<file path="src/rtl/window_feed_pkg.sv">
// window_feed_pkg
//   Shared types and constants for the window feed controller slice.
//   VEC_W  : bits per channel vector (LANES lanes x int8)
//   LANES  : channels per vector, power of two, must divide in_channels
//   DIM_W  : width of the in_channels/img_width/img_height config fields
//   CNT_W  : position counter width, one bit wider so W+1/H+1 fit
package window_feed_pkg;

   localparam int unsigned VEC_W     = 64;
   localparam int unsigned LANES     = 8;
   localparam int unsigned DIM_W     = 16;
   localparam int unsigned CNT_W     = DIM_W + 1;
   localparam int unsigned LANE_BITS = $clog2(LANES);

   typedef enum logic [1:0] {
      IDLE = 2'd0,
      RUN  = 2'd1,
      DONE = 2'd2
   } state_e;

   typedef struct packed {
      logic [DIM_W-1:0] channels;
      logic [DIM_W-1:0] width;
      logic [DIM_W-1:0] height;
   } cfg_t;

   // LANES is a power of two, so divisibility is a check of the low bits.
   function automatic logic cfg_is_valid(input cfg_t c);
      return (c.channels != '0)
          && (c.channels[LANE_BITS-1:0] == '0)
          && (c.width != '0)
          && (c.height != '0);
   endfunction

   function automatic logic [31:0] sat_inc32(input logic [31:0] v);
      return (v == '1) ? v : v + 32'd1;
   endfunction

endpackage

</file>
<file path="src/rtl/window_feed_ctrl_pos.sv">
// feed_pos_counter
//   Nested position counter for one padded frame: ch (innermost, vectors
//   within a pixel), col (0..W+1), row (0..H+1, outermost). Advances only
//   when inc is high; clear returns all counters to zero.
//   Ports:
//     clk, rst     : clock, synchronous active-high reset
//     clear_i      : zero all counters (frame start)
//     inc_i        : advance by one beat
//     last_ch_i    : C/LANES-1
//     width_i      : unpadded width W
//     height_i     : unpadded height H
//     is_pad_o     : current position lies on the zero border
//     is_last_o    : current position is the final beat of the frame
module feed_pos_counter
   import window_feed_pkg::*;
(
   input  logic             clk,
   input  logic             rst,
   input  logic             clear_i,
   input  logic             inc_i,
   input  logic [DIM_W-1:0] last_ch_i,
   input  logic [DIM_W-1:0] width_i,
   input  logic [DIM_W-1:0] height_i,
   output logic             is_pad_o,
   output logic             is_last_o
);

   logic [CNT_W-1:0] ch_q,  ch_d;
   logic [CNT_W-1:0] col_q, col_d;
   logic [CNT_W-1:0] row_q, row_d;
   logic [CNT_W-1:0] ch_max, col_max, row_max;

   assign ch_max  = {1'b0, last_ch_i};
   assign col_max = {1'b0, width_i}  + CNT_W'(1);
   assign row_max = {1'b0, height_i} + CNT_W'(1);

   always_comb begin
      ch_d  = ch_q;
      col_d = col_q;
      row_d = row_q;
      if (clear_i) begin
         ch_d  = '0;
         col_d = '0;
         row_d = '0;
      end else if (inc_i) begin
         if (ch_q == ch_max) begin
            ch_d = '0;
            if (col_q == col_max) begin
               col_d = '0;
               row_d = (row_q == row_max) ? '0 : row_q + CNT_W'(1);
            end else begin
               col_d = col_q + CNT_W'(1);
            end
         end else begin
            ch_d = ch_q + CNT_W'(1);
         end
      end
   end

   always_ff @(posedge clk) begin
      if (rst) begin
         ch_q  <= '0;
         col_q <= '0;
         row_q <= '0;
      end else begin
         ch_q  <= ch_d;
         col_q <= col_d;
         row_q <= row_d;
      end
   end

   assign is_pad_o  = (row_q == '0) || (row_q == row_max)
                   || (col_q == '0) || (col_q == col_max);
   assign is_last_o = (row_q == row_max) && (col_q == col_max) && (ch_q == ch_max);

endmodule

</file>
<file path="src/rtl/window_feed_ctrl.sv">
// window_feed_ctrl
//   Sequences one feature-map frame into the 3x3 window datapath, inserting
//   a one-pixel zero border around the unpadded channel-vector stream and
//   emitting beats in padded raster order (ch, then col, then row).
//   Optional macro WINDOW_FEED_PERF_EN adds perf_starve/perf_stall/perf_beats.
//   Ports:
//     clk, rst                 : clock, synchronous active-high reset
//     start                    : one-cycle pulse, latch config and begin frame
//     cfg_in_channels/width/height : frame config (C, W, H)
//     in_valid/in_data/in_ready: upstream vector stream
//     out_ready                : downstream enable
//     pixel_out/data_valid     : registered beat to the window
//     win_in_channels          : latched C
//     win_img_width            : latched W+2
//     busy/done                : frame in progress / end-of-frame pulse
//     cfg_err                  : pulse after a rejected start
//     perf_*                   : saturating event counters (macro only)
module window_feed_ctrl
   import window_feed_pkg::*;
(
   input  logic             clk,
   input  logic             rst,
   input  logic             start,
   input  logic [DIM_W-1:0] cfg_in_channels,
   input  logic [DIM_W-1:0] cfg_img_width,
   input  logic [DIM_W-1:0] cfg_img_height,
   input  logic             in_valid,
   input  logic [VEC_W-1:0] in_data,
   output logic             in_ready,
   input  logic             out_ready,
   output logic [VEC_W-1:0] pixel_out,
   output logic             data_valid,
   output logic [DIM_W-1:0] win_in_channels,
   output logic [DIM_W-1:0] win_img_width,
   output logic             busy,
   output logic             done,
   output logic             cfg_err
`ifdef WINDOW_FEED_PERF_EN
   ,
   output logic [31:0]      perf_starve,
   output logic [31:0]      perf_stall,
   output logic [31:0]      perf_beats
`endif
);

   state_e           state_q, state_d;
   cfg_t             cfg_q, cfg_d, start_cfg;
   logic [DIM_W-1:0] last_ch_q, last_ch_d;
   logic [DIM_W-1:0] win_w_q, win_w_d;
   logic [VEC_W-1:0] pix_q, pix_d;
   logic             dv_q, dv_d;
   logic             cfg_err_q, cfg_err_d;

   logic             cfg_ok, accept, reject, in_run, issue;
   logic             is_pad, is_last;

   assign start_cfg = '{channels: cfg_in_channels,
                        width:    cfg_img_width,
                        height:   cfg_img_height};
   assign cfg_ok    = cfg_is_valid(start_cfg);
   assign accept    = (state_q == IDLE) && start && cfg_ok;
   assign reject    = (state_q == IDLE) && start && !cfg_ok;
   assign in_run    = (state_q == RUN);

   // Border beats need only downstream space; interior beats also need data.
   assign issue     = in_run && out_ready && (is_pad || in_valid);
   assign in_ready  = in_run && !is_pad && out_ready;

   feed_pos_counter u_pos (
      .clk       (clk),
      .rst       (rst),
      .clear_i   (accept),
      .inc_i     (issue),
      .last_ch_i (last_ch_q),
      .width_i   (cfg_q.width),
      .height_i  (cfg_q.height),
      .is_pad_o  (is_pad),
      .is_last_o (is_last)
   );

   always_comb begin
      state_d = state_q;
      unique case (state_q)
         IDLE:    if (accept) state_d = RUN;
         RUN:     if (issue && is_last) state_d = DONE;
         DONE:    state_d = IDLE;
         default: state_d = IDLE;
      endcase
   end

   always_comb begin
      pix_d     = pix_q;
      dv_d      = issue;
      cfg_err_d = reject;
      cfg_d     = cfg_q;
      last_ch_d = last_ch_q;
      win_w_d   = win_w_q;
      if (issue) begin
         pix_d = is_pad ? '0 : in_data;
      end
      if (accept) begin
         cfg_d     = start_cfg;
         last_ch_d = (cfg_in_channels >> LANE_BITS) - DIM_W'(1);
         win_w_d   = cfg_img_width + DIM_W'(2);
      end
   end

   always_ff @(posedge clk) begin
      if (rst) begin
         state_q   <= IDLE;
         cfg_q     <= '0;
         last_ch_q <= '0;
         win_w_q   <= '0;
         pix_q     <= '0;
         dv_q      <= 1'b0;
         cfg_err_q <= 1'b0;
      end else begin
         state_q   <= state_d;
         cfg_q     <= cfg_d;
         last_ch_q <= last_ch_d;
         win_w_q   <= win_w_d;
         pix_q     <= pix_d;
         dv_q      <= dv_d;
         cfg_err_q <= cfg_err_d;
      end
   end

   assign pixel_out       = pix_q;
   assign data_valid      = dv_q;
   assign cfg_err         = cfg_err_q;
   assign win_in_channels = cfg_q.channels;
   assign win_img_width   = win_w_q;
   // DONE is entered on the last issue, so it lines up with the last beat.
   assign busy            = (state_q != IDLE);
   assign done            = (state_q == DONE);

`ifdef WINDOW_FEED_PERF_EN
   logic [31:0] starve_q, starve_d;
   logic [31:0] stall_q,  stall_d;
   logic [31:0] beats_q,  beats_d;

   always_comb begin
      starve_d = starve_q;
      stall_d  = stall_q;
      beats_d  = beats_q;
      if (accept) begin
         starve_d = '0;
         stall_d  = '0;
         beats_d  = '0;
      end else begin
         if (in_run && !is_pad && out_ready && !in_valid) starve_d = sat_inc32(starve_q);
         if (in_run && !out_ready)                        stall_d  = sat_inc32(stall_q);
         if (issue)                                       beats_d  = sat_inc32(beats_q);
      end
   end

   always_ff @(posedge clk) begin
      if (rst) begin
         starve_q <= '0;
         stall_q  <= '0;
         beats_q  <= '0;
      end else begin
         starve_q <= starve_d;
         stall_q  <= stall_d;
         beats_q  <= beats_d;
      end
   end

   assign perf_starve = starve_q;
   assign perf_stall  = stall_q;
   assign perf_beats  = beats_q;
`endif

endmodule
</file>
<file path="config.mk">
export PLATFORM = sky130hd
export DESIGN_NAME = window_feed_ctrl
export DESIGN_NICKNAME = d
export VERILOG_FILES = /design/src/rtl/window_feed_pkg.sv /design/src/rtl/window_feed_ctrl_pos.sv /design/src/rtl/window_feed_ctrl.sv
export SDC_FILE = /design/constraint.sdc
export NUM_CORES = 1
export LEC_CHECK = 0
export ABC_AREA = 1
export CAP_MARGIN = 20
export CORE_UTILIZATION = 48
export CTS_CLUSTER_DIAMETER = 200
export DETAILED_ROUTE_END_ITERATION = 10
export PLACE_DENSITY = 0.75
export RECOVER_POWER = 100
export SYNTH_ARGS = -nofsm -noshare
export SYNTH_HDL_FRONTEND = slang
export SYNTH_SLANG_ARGS = --single-unit
</file>
<file path="constraint.sdc">
create_clock -name clk -period 7.3 [get_ports clk]
set_clock_uncertainty 0.15 [all_clocks]
set_input_delay 0.73 -clock clk [delete_from_list [all_inputs] [get_ports clk]]
set_output_delay 0.73 -clock clk [all_outputs]
set_load 0.02 [all_outputs]
</file>
==> reports/results.txt <==
Slew headroom = -0.970
Die area = 22900 um^2
Gr ovfl total = 0
Vias = 10941
PwrDens = 166 nW/um^2
Initial antenna violation count = 1
Arr. time, crit path = 5.70 ns
Fillers = 2044
Area contributors post-synth = dfxtp_1 37%, nand2_1 12%, nand4_1 6.1%, inv_1 5.5%, a21oi_1 5.3%
CTS tree = yes
Setup Fix Bufs, Post-CTS = 0
Rows = 54
Post-Route Utilization = 0.609
Main combinational cell family by area after synthesis = simple AND/OR/NAND/NOR gates
Post-layout total power = 2.21 mW
Leading area contributor after synthesis = dfxtp_1
Sw frac = 0.266
First-pass GRT wire length = 51500 um
Cell mode on critical path = nor3_1
Setup ws final = 1.78 ns
Slowest-stage cell, CP = clkbuf_1
Core area = 21800 um^2
Max Slew Vio Count = 189
Vias per Instance = 5.47
Syn Area/Cell = 6.87 um^2
Post-synth EDFFs = 0
Post-Syn Area = 10700 um^2
Fraction of registers with async set/reset = 0
Clk Latency, worst-skew pair = 0.43 ns
Synth Area in Adders = 0.0105
Area Overhead vs Synth = 24.3%
Placer Congestion = 0.985
Clock network fraction of total power = 0.416
Worst Hold Class = reg -> reg
CTS Buffer Depth = 2
Sequential element share of the synthesized area = 0.367
Static Leak = 5.25 nW
Max-cap violations = 3
Clock-pin slew on the worst setup and hold paths = 0.08 ns
Gr usage total = 0.285
DR WL/cell = 16.5 um
Seq cells post-synth = 196
Top Ports = 218
Final TNS setup = 0 ns
DRC viols = 0
Worst hold slack = 0.295 ns
CP endpoint kind = flip-flop
Top cells by count, synth = 354 x nand2_1, 196 x dfxtp_1, 156 x inv_1, 138 x nor2_1, 114 x a21oi_1
CTS resizes = 0
Yosys top cell area share = 0.367
Syn nets = 1682
DP HPWL = 23500 um
CP Data Required Time = 7.48 ns
Place WS = 3.12 ns
Cell count after synthesis = 1556
Multiplexer share of the synthesized area = 0
Clock sink count = 196
Total wire length = 32900 um
Horiz. Die Dim = 151 um
Simple-gate portion of the synthesized area = 0.348
Violated checks = max-capacitance violations, max-slew violations
Drt first pass iters = 5
Post-route insts no fill = 1999
Status = finished with violations
Largest net degree at the start of global routing = 88
Vias in the first global route = 9985
Starting Density = 0.490
Die Ht = 151 um
Min Tclk post-route = 5.52 ns
Routed Antenna Nets = 0
CP Cell Sequence = dlygate4sd3_1 > inv_1 > nand2_1 > nor3_1 > nand4_1 > nor3_1 > nor3b_1 > nor3_1 > clkbuf_1 > nand2_1 > o22ai_1
Post-synth top flop = dfxtp_1
Achievable Freq = 181 MHz
Worst path bufs/invs = 3
Nets = 1833
Top cell family by delay on the critical path = buffers and inverters
Final cycle utilization of the critical path = 0.757
Net load switching power = 0.589 mW
CTS root buf = clkbuf_16
Int Power = 1.62 mW
Worst path max stage delay = 1.74 ns
Worst VDD drop = 139 uV
Fin area = 13300 um^2
Yosys warns = 0
Count leader, synth = nand2_1
Worst Max-Slew Pin Slew = 2.95 ns
Distinct cells, synth = 48
Sequential fraction of design power = 0.492
Final setup vio count = 0
TritonCTS buffer count = 17
Worst Path Class, Setup = in -> reg
Power share of the combinational group = 0.092
Crit-path max FO = 57
RSZ-0062 raised after global routing = false
# hold bufs at CTS = 0
Area after DPL = 12800 um^2
Layout cells sized above 1 = 0.0378
Fin. Hold Viols = 0
CTS H-tree lvls = 4
Synth Area in Compound Gates = 0.106
1st-iter DRT viols = 762
Critical path startpoint category = primary input
PortBufs = 217
Inserted Diodes = 0
Area share of xor/xnor cells in the synthesized design = 0.0647
# placed instances = 1967
worst paths after layout:
path | endpoint | cells after the start | slack, ns | startpoint
setup / recovery | cfg_q[29] | 11 | 1.78 | cfg_in_channels[5]
hold / removal | win_in_channels[2] | 2 | 0.29 | win_in_channels[2]
setup reg to reg | state_q[1] | 15 | 1.94 | cfg_q[1]
hold reg to reg | win_in_channels[2] | 2 | 0.29 | win_in_channels[2]
flip-flops by register name, indices dropped and copies added, names as in the netlist:
register	flops
data_valid	1
last_ch_q	14
win_img_width	15
cfg_err	1
u_pos.col_q	17
u_pos.ch_q	17
state_q	2
cfg_q	32
win_in_channels	16
pixel_out	64
u_pos.row_q	17
layer usage:
layer | share of wire | global-route usage
met1 | 0.43 | 0.370
met2 | 0.49 | 0.472
met3 | 0.059 | 0.0527
met4 | 0.022 | 0.0945
met5 | 0 | 0
power by group through the flow:
| stage | logic (mW) | registers [mW] | clock network, mW |
|---|---|---|---|
| after floorplan | 0.0936 | 1.11 | 0 |
| after global placement | 0.200 | 1.11 | 0 |
| after detailed placement | 0.201 | 1.11 | 0 |
| after CTS | 0.202 | 1.09 | 0.936 |
| after global routing | 0.219 | 1.09 | 0.981 |
| final | 0.203 | 1.09 | 0.921 |
placed cells by master, fill, tap and decap left out, drive strengths merged, types with 5 or more instances in the layout:
cell type | Yosys | layout
buf | 53 | 8
ha | 9 | 9
nor2 | 150 | 150
o21ai | 64 | 64
clkinv | 2 | 5
dlygate4sd3 | 0 | 101
xor2 | 58 | 58
xnor2 | 21 | 21
clkdlybuf4s50 | 0 | 114
o22ai | 16 | 16
dfxtp | 196 | 196
a211oi | 7 | 7
nand2 | 359 | 359
clkbuf | 41 | 21
nor3 | 37 | 37
inv | 161 | 170
nor4 | 19 | 19
nand3 | 119 | 119
and2 | 5 | 5
nand4 | 106 | 106
a21oi | 114 | 114
final cells by class:
type	count	area, um^2	area share
multi-input cells	1103	5610	0.422
flip-flops and latches	196	3920	0.295
repair buffers	226	2230	0.168
inverters	163	612	0.0460
clock buffers	18	429	0.0323
well taps	280	350	0.0264
clock inverters	13	133	0.00998
cell families (layout without fill, tap and decap cells):
group	after synthesis	after routing
buffers and inverters	257	420
xor gates and xnor gates	79	79
and+or+nand+nor	803	803
AOI/OAI and AO/OA	212	212
DFF	196	196
adders and majority gates	9	9
worst reg2reg max path, delay by kind of cell (launching register included):
kind	cells	cell delay, ns
simple gates	12	4.13
flops	1	0.41
fa+ha+maj	1	0.22
compound gates	1	0.20
buf+inv	1	0.15
Power figures use the tool's default switching activity.
